### src/rtl/dma_ctrl_param.sv
// dma_ctrl_param: parametrised 8257-style DMA controller.
// CPU register file, fixed/rotating arbiter, T1..T3 cycle FSM.
//
// Ports:
//   clk, reset      clock; async active-high reset
//   ce              FSM clock enable
//   iaddr/idata     CPU register select / write data
//   odata           CPU read data
//   iwe_n/ird_n     CPU strobes, act after rising edge
//   drq/hlda        channel requests / bus grant
//   hrq/dack/tc     bus request / acknowledge / terminal count
//   oaddr           transfer address
//   owe_n/ord_n     memory write/read strobes
//   oiowe_n/oiord_n IO write/read strobes
module dma_ctrl_param #(
  parameter int CHANNELS = 4,
  parameter int AW = 16,
  parameter int IAW = $clog2(CHANNELS) + 2
) (
  input  logic                clk,
  input  logic                reset,
  input  logic                ce,
  input  logic [IAW-1:0]      iaddr,
  input  logic [7:0]          idata,
  output logic [7:0]          odata,
  input  logic                iwe_n,
  input  logic                ird_n,
  input  logic [CHANNELS-1:0] drq,
  input  logic                hlda,
  output logic                hrq,
  output logic [CHANNELS-1:0] dack,
  output logic                tc,
  output logic [AW-1:0]       oaddr,
  output logic                owe_n,
  output logic                ord_n,
  output logic                oiowe_n,
  output logic                oiord_n
);

  localparam int CW = IAW - 2;
  localparam int NB = AW / 8;

  typedef enum logic [2:0] {
    S_IDLE, S_WAIT, S_T1, S_T2, S_T3
  } state_t;

  state_t state, nxt;

  logic [AW-1:0] addr_r [CHANNELS];
  logic [15:0]   cnt_r  [CHANNELS];
  logic [AW-1:0] a_wd   [CHANNELS];
  logic [15:0]   c_wd   [CHANNELS];
  logic [CHANNELS-1:0] a_we, c_we;

  logic [7:0]          mode;
  logic [CHANNELS-1:0] tc_flags;
  logic                upd;
  logic [1:0]          ptr, ptr_nx;
  logic [CW-1:0]       chn, last, start, win;
  logic [CHANNELS-1:0] mdrq;
  logic                found;

  logic           we_q1, we_q2, rd_q1, rd_q2;
  logic           wr_fire, rd_fire;
  logic [IAW-1:0] iaddr_q;
  logic [7:0]     idata_q;
  logic [CW-1:0]  wch;

  logic          t2, tc_hit, reload;
  logic          rd_t, wr_t;
  logic [1:0]    typ;
  logic [3:0]    tcp;
  logic [AW-1:0] ash;

  function automatic logic [CW-1:0] wrap(
    input logic [CW-1:0] s,
    input int            k
  );
    int t;
    t = int'(s) - k;
    if (t < 0) t = t + CHANNELS;
    return CW'(t);
  endfunction

  // Strobes are sampled twice so an action fires on the
  // cycle after the CPU releases the strobe.
  assign wr_fire = we_q1 & ~we_q2;
  assign rd_fire = rd_q1 & ~rd_q2;
  assign wch     = iaddr_q[IAW-2:1];

  assign mdrq   = drq & mode[CHANNELS-1:0];
  assign t2     = ce && (state == S_T2);
  assign tc_hit = (cnt_r[chn][13:0] == 14'd0);
  assign reload = mode[7] && (chn == CW'(CHANNELS - 2));
  assign typ    = cnt_r[chn][15:14];
  assign rd_t   = (typ == 2'b10);
  assign wr_t   = (typ == 2'b01);
  assign oaddr  = addr_r[chn];

  // Search descends from start; rotating mode starts
  // just below the last channel served.
  always_comb begin
    start = CW'(CHANNELS - 1);
    if (mode[4] && last != '0) start = last - 1'b1;
    win   = '0;
    found = 1'b0;
    for (int k = 0; k < CHANNELS; k++) begin
      if (!found && mdrq[wrap(start, k)]) begin
        found = 1'b1;
        win   = wrap(start, k);
      end
    end
  end

  always_comb begin
    if (iaddr_q[0])
      ptr_nx = (ptr == 2'd0) ? 2'd1 : 2'd0;
    else
      ptr_nx = (ptr == 2'(NB - 1)) ? 2'd0 : ptr + 2'd1;
  end

  always_comb begin
    odata = '0;
    ash   = '0;
    tcp   = '0;
    tcp[CHANNELS-1:0] = tc_flags;
    if (iaddr[IAW-1]) begin
      odata = {3'b000, upd, tcp};
    end else begin
      for (int i = 0; i < CHANNELS; i++) begin
        if (i == int'(iaddr[IAW-2:1])) begin
          if (iaddr[0]) begin
            odata = (ptr == 2'd0) ? cnt_r[i][7:0]
                                  : cnt_r[i][15:8];
          end else begin
            ash   = addr_r[i] >> {ptr, 3'b000};
            odata = ash[7:0];
          end
        end
      end
    end
  end

  // Channel register write enables. The T2 update is
  // applied last so it overrides a colliding CPU write.
  always_comb begin
    for (int i = 0; i < CHANNELS; i++) begin
      a_we[i] = 1'b0;
      c_we[i] = 1'b0;
      a_wd[i] = addr_r[i];
      c_wd[i] = cnt_r[i];
    end
    if (wr_fire && !iaddr_q[IAW-1]) begin
      for (int i = 0; i < CHANNELS; i++) begin
        if (i == int'(wch) ||
            (mode[7] && int'(wch) == CHANNELS - 2 &&
             i == CHANNELS - 1)) begin
          if (iaddr_q[0]) begin
            c_we[i] = 1'b1;
            if (ptr == 2'd0) c_wd[i][7:0]  = idata_q;
            else             c_wd[i][15:8] = idata_q;
          end else begin
            a_we[i] = 1'b1;
            for (int b = 0; b < NB; b++)
              if (ptr == 2'(b)) a_wd[i][b*8 +: 8] = idata_q;
          end
        end
      end
    end
    if (t2) begin
      for (int i = 0; i < CHANNELS; i++) begin
        if (i == int'(chn)) begin
          if (!tc_hit) begin
            a_we[i] = 1'b1;
            c_we[i] = 1'b1;
            a_wd[i] = addr_r[i] + 1'b1;
            c_wd[i] = {cnt_r[i][15:14],
                       cnt_r[i][13:0] - 14'd1};
          end else if (reload) begin
            a_we[i] = 1'b1;
            c_we[i] = 1'b1;
            a_wd[i] = addr_r[CHANNELS-1];
            c_wd[i] = {cnt_r[i][15:14],
                       cnt_r[CHANNELS-1][13:0]};
          end
        end
      end
    end
  end

  always_ff @(posedge clk) begin
    for (int i = 0; i < CHANNELS; i++) begin
      if (a_we[i]) addr_r[i] <= a_wd[i];
      if (c_we[i]) cnt_r[i]  <= c_wd[i];
    end
  end

  always_ff @(posedge clk or posedge reset) begin
    if (reset) begin
      we_q1    <= 1'b1;
      we_q2    <= 1'b1;
      rd_q1    <= 1'b1;
      rd_q2    <= 1'b1;
      iaddr_q  <= '0;
      idata_q  <= '0;
      mode     <= '0;
      tc_flags <= '0;
      upd      <= 1'b0;
      ptr      <= '0;
      chn      <= '0;
      last     <= '0;
    end else begin
      we_q1   <= iwe_n;
      we_q2   <= we_q1;
      rd_q1   <= ird_n;
      rd_q2   <= rd_q1;
      iaddr_q <= iaddr;
      idata_q <= idata;
      if (wr_fire) begin
        if (iaddr_q[IAW-1]) begin
          mode <= idata_q;
          ptr  <= '0;
        end else begin
          ptr <= ptr_nx;
        end
      end else if (rd_fire) begin
        if (iaddr_q[IAW-1]) begin
          tc_flags <= '0;
          upd      <= 1'b0;
        end else begin
          ptr <= ptr_nx;
        end
      end
      if (ce && state == S_WAIT) chn <= win;
      if (t2) begin
        if (mode[4]) last <= chn;
        if (tc_hit) begin
          tc_flags[chn] <= 1'b1;
          if (reload)       upd       <= 1'b1;
          else if (mode[5]) mode[chn] <= 1'b0;
        end
      end
    end
  end

  always_ff @(posedge clk or posedge reset) begin
    if (reset)   state <= S_IDLE;
    else if (ce) state <= nxt;
  end

  always_comb begin
    nxt     = state;
    hrq     = 1'b0;
    dack    = '0;
    tc      = 1'b0;
    ord_n   = 1'b1;
    owe_n   = 1'b1;
    oiord_n = 1'b1;
    oiowe_n = 1'b1;
    unique case (state)
      S_IDLE: if (|mdrq) nxt = S_WAIT;
      S_WAIT: begin
        hrq = 1'b1;
        if (~|mdrq)    nxt = S_IDLE;
        else if (hlda) nxt = S_T1;
      end
      S_T1: begin
        hrq = 1'b1;
        nxt = S_T2;
      end
      S_T2: begin
        hrq  = 1'b1;
        nxt  = S_T3;
        dack = CHANNELS'(1) << chn;
        tc   = tc_hit;
      end
      S_T3: begin
        hrq = 1'b1;
        nxt = (|mdrq) ? S_WAIT : S_IDLE;
      end
      default: nxt = S_IDLE;
    endcase
    if (state == S_T1 || state == S_T2) begin
      unique case (1'b1)
        rd_t:    ord_n   = 1'b0;
        wr_t:    oiord_n = 1'b0;
        default: ;
      endcase
    end
    if (state == S_T2) begin
      unique case (1'b1)
        rd_t:    oiowe_n = 1'b0;
        wr_t:    owe_n   = 1'b0;
        default: ;
      endcase
    end
  end

endmodule
### config.mk
export PLATFORM = sky130hd
export DESIGN_NAME = dma_ctrl_param
export DESIGN_NICKNAME = d
export VERILOG_FILES = /design/src/rtl/dma_ctrl_param.sv
export SDC_FILE = /design/constraint.sdc
export NUM_CORES = 1
export LEC_CHECK = 0
export ABC_AREA = 1
export CORE_ASPECT_RATIO = 1.25
export CORE_UTILIZATION = 45
export CTS_CLUSTER_DIAMETER = 150
export DETAILED_ROUTE_END_ITERATION = 8
export HOLD_SLACK_MARGIN = 0.15
export PLACE_DENSITY = 0.61
export SLEW_MARGIN = 30
export SYNTH_ARGS = -nofsm -noshare
export SYNTH_HDL_FRONTEND = slang
export SYNTH_SLANG_ARGS = --single-unit
### constraint.sdc
create_clock -name clk -period 3.7 [get_ports clk]
set_input_delay 0.74 -clock clk [delete_from_list [all_inputs] [get_ports clk]]
set_output_delay 0.74 -clock clk [all_outputs]
set_load 0.03 [all_outputs]
### Yosys cells after proc, flatten, opt, wreduce, memory -nomap -nowiden

Memory sizes are Yosys's and may differ from the RTL's.
Index checks and enable logic that the tools add are counted.

| storage, ports and cells | value |
|---|---|
| flip-flop bits (word level) | 38 |
| bits in writable memories | 128 |
| output and inout port bits | 34 |
| word-level logic and storage cells | 296 |
| memories | 2 |

Memory list:

| name | words | bits a word | read ports | clocked after Yosys merged registers in | write ports | line | RTL |
|---|---|---|---|---|---|---|---|
| addr_r | 4 | 16 | 5 | 0 | 4 | 49 | `logic [AW-1:0] addr_r [CHANNELS];` |
| cnt_r | 4 | 16 | 5 | 0 | 4 | 50 | `logic [15:0] cnt_r [CHANNELS];` |

| operators by class | value |
|---|---|
| add/sub/neg operators | 17 |
| order comparisons | 11 |
| eq/ne operators | 21 |
| shift operators | 5 |
| multiplexer cells | 189 |
| bitwise logic cells | 8 |
| reductions and logical operators | 30 |

Operators by type and width:

| kind | number |
|---|---|
| two-way mux 16 bit | 40 |
| two-way mux 8 bit | 35 |
| two-way mux 64 bit | 4 |
| two-way mux 1 bit | 75 |
| adder 16 x 1 -> 16 bit, second input constant | 4 |
| right shift 16 x 5 -> 8 bit | 4 |
| subtractor 14 x 1 -> 14 bit, second input constant | 4 |
| two-way mux 4 bit | 10 |
| two-way mux 2 bit | 15 |
| less-than comparator 2 x 3 -> 1 bit, second input constant | 5 |
| case mux 3 bit (5 select lines) | 1 |
| zero test 14 bit | 1 |
| == test 2 bit, first input constant | 6 |
| logical AND 1 bit | 11 |
| adder 2 x 1 -> 2 bit, second input constant | 5 |
| less-than comparator 3 x 1 -> 1 bit, second input constant | 3 |
| two-way mux 3 bit | 3 |
| AND 8 bit | 1 |
| binary-select mux 1 bit (select 2 bit) | 4 |
| zero test 2 bit | 4 |
| NOT 4 -> 8 bit | 1 |
| OR reduction 4 bit | 2 |
| == test 1 x 2 -> 1 bit, first input constant | 3 |
| == test 2 bit, second input constant | 3 |
| other kinds (24) | 37 |

### Longest topological paths before layout

| logic depth | value |
|---|---|
| depth after elaboration | 17 |
| depth in mapped cells | 15 |
| depth with buffers taken out | 14 |

### Worst setup path after synthesis

Ideal clock, no wire load.

| path | value |
|---|---|
| path kind | input-to-output |
| start | in iaddr[2] |
| end | out odata[3] |
| data arrival time | 2.179 ns |
| data required time | 2.960 ns |
| path slack | 0.781 ns |
| cell stages on the path | 9 |
| buffers on the path | 1 |
| cells stage by stage | inv_1 nor2_1 clkbuf_1 o211ai_1 o21ai_0 nand2_1 nand2_1 nor2_1 o21ai_0 |

| on the way | value |
|---|---|
| word-level cells in the longest chain between the ends | 6 |
| elaborated cells on any way between the ends | 9 |

RTL lines:

| item | line | RTL |
|---|---|---|
| from (decl) | 23 | `input logic [IAW-1:0] iaddr,` |
| zero test 2 bit | 131 | `if (i == int'(iaddr[IAW-2:1])) begin` |
| two-way mux 8 bit (3 in a row) | 131 |  |
| two-way mux 8 bit * | 131 |  |
| two-way mux 8 bit * | 127 | `if (iaddr[IAW-1]) begin` |
| to (decl) | 25 | `output logic [7:0] odata,` |

Every way passes the cells marked *; elsewhere a longest branch is shown, timed or not.

### Worst setup path after layout

| path | value |
|---|---|
| start | reg chn[1] |
| end | out oaddr[14] |

| on the way | value |
|---|---|
| word-level cells in the longest chain between the ends | 1 |

RTL lines:

| item | line | RTL |
|---|---|---|
| from (decl) | 59 | `logic [CW-1:0] chn, last, start, win;` |
| from (signal assigned) | 234 | `if (ce && state == S_WAIT) chn <= win;` |
| memory (4 x 16 bit) | -- |  |
| to (decl) | 33 | `output logic [AW-1:0] oaddr,` |

Every way passes these cells.

==> results.cfg <==
[cells_and_area]
nFillCells = 3036
drive_above_1_share_pct = 5.11
finalNonFillerCells = 2473
area_growth_pct = 10.9
multiInputGateArea_sq_mm = 0.00746
seq_area_sq_mm = 0.00477
final_nets = 2094

[timing]
finalCriticalPeriod_ns = 3.60
max_freq_mhz = 278
slew_violations = 0
final.setup_skew_ns = 0.00816
hold_slack_ns = 0.368
tns_ns = 0
hold_viol = 0
finalCritPeriodShare_pct = 97.2
rsz0062_at_grt = false
setup_viol = 0
tightest_slew_ns = 1.04
slew_headroom_pct = 30.3

[synthesis]
yosysSeqAreaShare_pct = 35.7
ys_ff_latch = 165
synth_cell_type_count = 37
synth_area_sq_mm = 0.0134
synth_fp_nets = 2088
synth_warnings = 0
synth_common_cells = 808 x nand2_1, 240 x o21ai_0, 190 x inv_1
syn_inst = 2057
post-synth-top-area-cell = edfxtp_1
synth_edf_count = 128
async_reset_ff_share_pct = 22.4
synth_ff_type = edfxtp_1
yosys-top-cells-area = edfxtp_1 29%, nand2_1 23%, o21ai_0 9.0%
yosysMostFrequentCell = nand2_1
avgSynthCellArea_sq_um = 6.50
synthDominantCellAreaShare_pct = 28.7

[setup_path]
critPathArrivalTime_ns = 2.86
cp_max_fo = 14
worstSetupEndpointType = primary output
crit_type = reg -> out
cp.required_ns = 2.96
start_kind = flip-flop
rr_worst_depth = 10

[drt]
finalWirelength_um = 53200
vias = 14000
routed_via_density = 5.67
drt_iter0_drc = 1571
post_drt_wl_per_cell_um = 21.5
drt-pass1-iter-count = 6
ant_nets = 0
remaining_drc_errors = 0

[job]
cap_viol_max_count = 0

[floorplan]
core_sq_mm = 0.0293
die_w_um = 156
die_h_um = 195
std_cell_rows = 70
dieArea_sq_mm = 0.0304
io_pins = 56
start_util_pct = 45.7

[placement]
gp_congestion = 0.995
dp.cells = 2440
port_buffers = 55
dp_hpwl_um = 39100

[power_and_ir_drop]
leakagePower_nw = 7.05
power.density_mw_per_mm2 = 461
ir_worst_vdd_uv = 282

[cts]
tritoncts = done
worst_setup_hold_path_clk_slew_ns = 0.07
numClockSinks = 165
cts_buffers = 17
cts-root-buf = clkbuf_16
clockBufferDepth = 2
htree_levels = 4
worstSkewPairLatency_ns = 0.45

[worst_hold_path]
holdCritPathClass = reg -> reg
holdPathStages = 0

[grt]
grt_pass1_vias = 13100
groute.usage.overall_pct = 35.9
antenna_found_initial = 0
grt-ovfl-total = 0
grt_pass1_wl_um = 80400
grt_max_degree = 75

[status]
run_status = complete, no violations
[sequential cells by signal, indices dropped and copies added (netlist names), 2 cells and up]
| signal | count |
|---|---|
| chn | 2 |
| iaddr_q | 4 |
| ptr | 2 |
| state | 3 |
| tc_flags | 4 |
| addr_r | 64 |
| cnt_r | 64 |
| last | 2 |
| mode | 7 |
| idata_q | 8 |
[logic make-up (layout without fill, tap and decap cells)]
kind of cell    count (synthesis)  after routing  synth area share, %
buf+inv                       298            317                 8.73
fa+ha+maj                       9              9                0.842
xor+xnor                       91             91                 5.96
compound gates                359            359                 14.8
other cells                     0              1                    0
simple gates                 1135           1135                 34.0
flops                         165            165                 35.7
[worst max-delay path: stages (launching register included)]
cell and delay, ns:
dfrtp_1 0.40, inv_1 0.12, nor2_4 0.26, inv_1 0.35, o21ai_0 0.51, clkdlybuf4s50_1 0.76
[metrics by stage]
step | area, sq um | util (%) | total power [mW] | setup slack [ns]
final | 14800 | 50.7 | 6.84 | 0.105
after global routing | 14800 | 50.7 | 7.13 | 0.0212
after CTS | 14800 | 50.7 | 6.78 | 0.107
after detailed placement | 14300 | 48.7 | 4.99 | 0.284
after global placement | 14300 | 48.7 | 4.98 | 0.281
after floorplan | 13400 | - | 4.02 | 0.781
[placed cells by master, fill, tap and decap left out, drive strengths merged]
cell type	Yosys	final
clkinv	3	11
a221oi	2	2
xnor2	15	15
o21bai	1	1
xor2	76	76
nand2	813	813
dfrtp	33	33
edfxtp	128	128
o21ai	250	250
nand4	20	20
nand3b	1	1
or2	2	2
o211ai	9	9
o2111ai	1	1
clkdlybuf4s50	0	46
diode	0	1
buf	34	42
nor4	1	1
ha	9	9
nand3	105	105
a22oi	29	29
inv	194	198
o22ai	12	12
clkbuf	67	20
a21oi	39	39
nor2	168	168
dfstp	4	4
o221ai	15	15
nor3	25	25
o31ai	1	1
[worst paths after layout]
| check | start | endpoint | slack [ns] |
|---|---|---|---|
| worst min register to register | we_q1 | we_q2 | 0.37 |
| worst max register to register | cnt_r[0][2] | cnt_r[2][15] | 0.63 |
| worst max-delay path | chn[1] | oaddr[14] | 0.10 |
| max in group asynchronous | reset | idata_q[1] | 2.47 |
| worst min-delay path | we_q1 | we_q2 | 0.37 |
| min in group asynchronous | reset | idata_q[0] | 0.52 |
[what timing repair did]
item | CTS | global route
gates resized for setup | 0 | 3
hold buffers | 0 | 0
endpoints found under the setup margin | 0 | 6
setup buffers | 0 | 0
[where the power goes]
part           switching [mW]  leakage, nW  internal [mW]  total (mW)
sequential              0.138         1.61           2.13        2.27
combinational            1.92         5.16          0.833        2.75
clock                   0.869        0.287          0.945        1.81
total                    2.93         7.05           3.91        6.84
[metal layers]
metal | vias up | global-route usage, % | share of wire [%]
met5 | - | 0 | 0
met3 | 156 | 5.26 | 8.0
met1 | 6495 | 46.4 | 40
met2 | 664 | 58.8 | 47
met4 | 0 | 16.3 | 4.6
li1 | 6696 | - | -
[final cells by class]
| type | count | share of cell area, % |
|---|---|---|
| Multi-Input combinational cell | 1594 | 50.3 |
| Timing Repair Buffer | 88 | 5.40 |
| Tap cell | 396 | 3.34 |
| Antenna cell | 1 | 0.0169 |
| Inverter | 197 | 4.98 |
| Clock inverter | 12 | 0.599 |
| Sequential cell | 165 | 32.2 |
| Clock buffer | 20 | 3.22 |
Power figures use the tool's default switching activity.
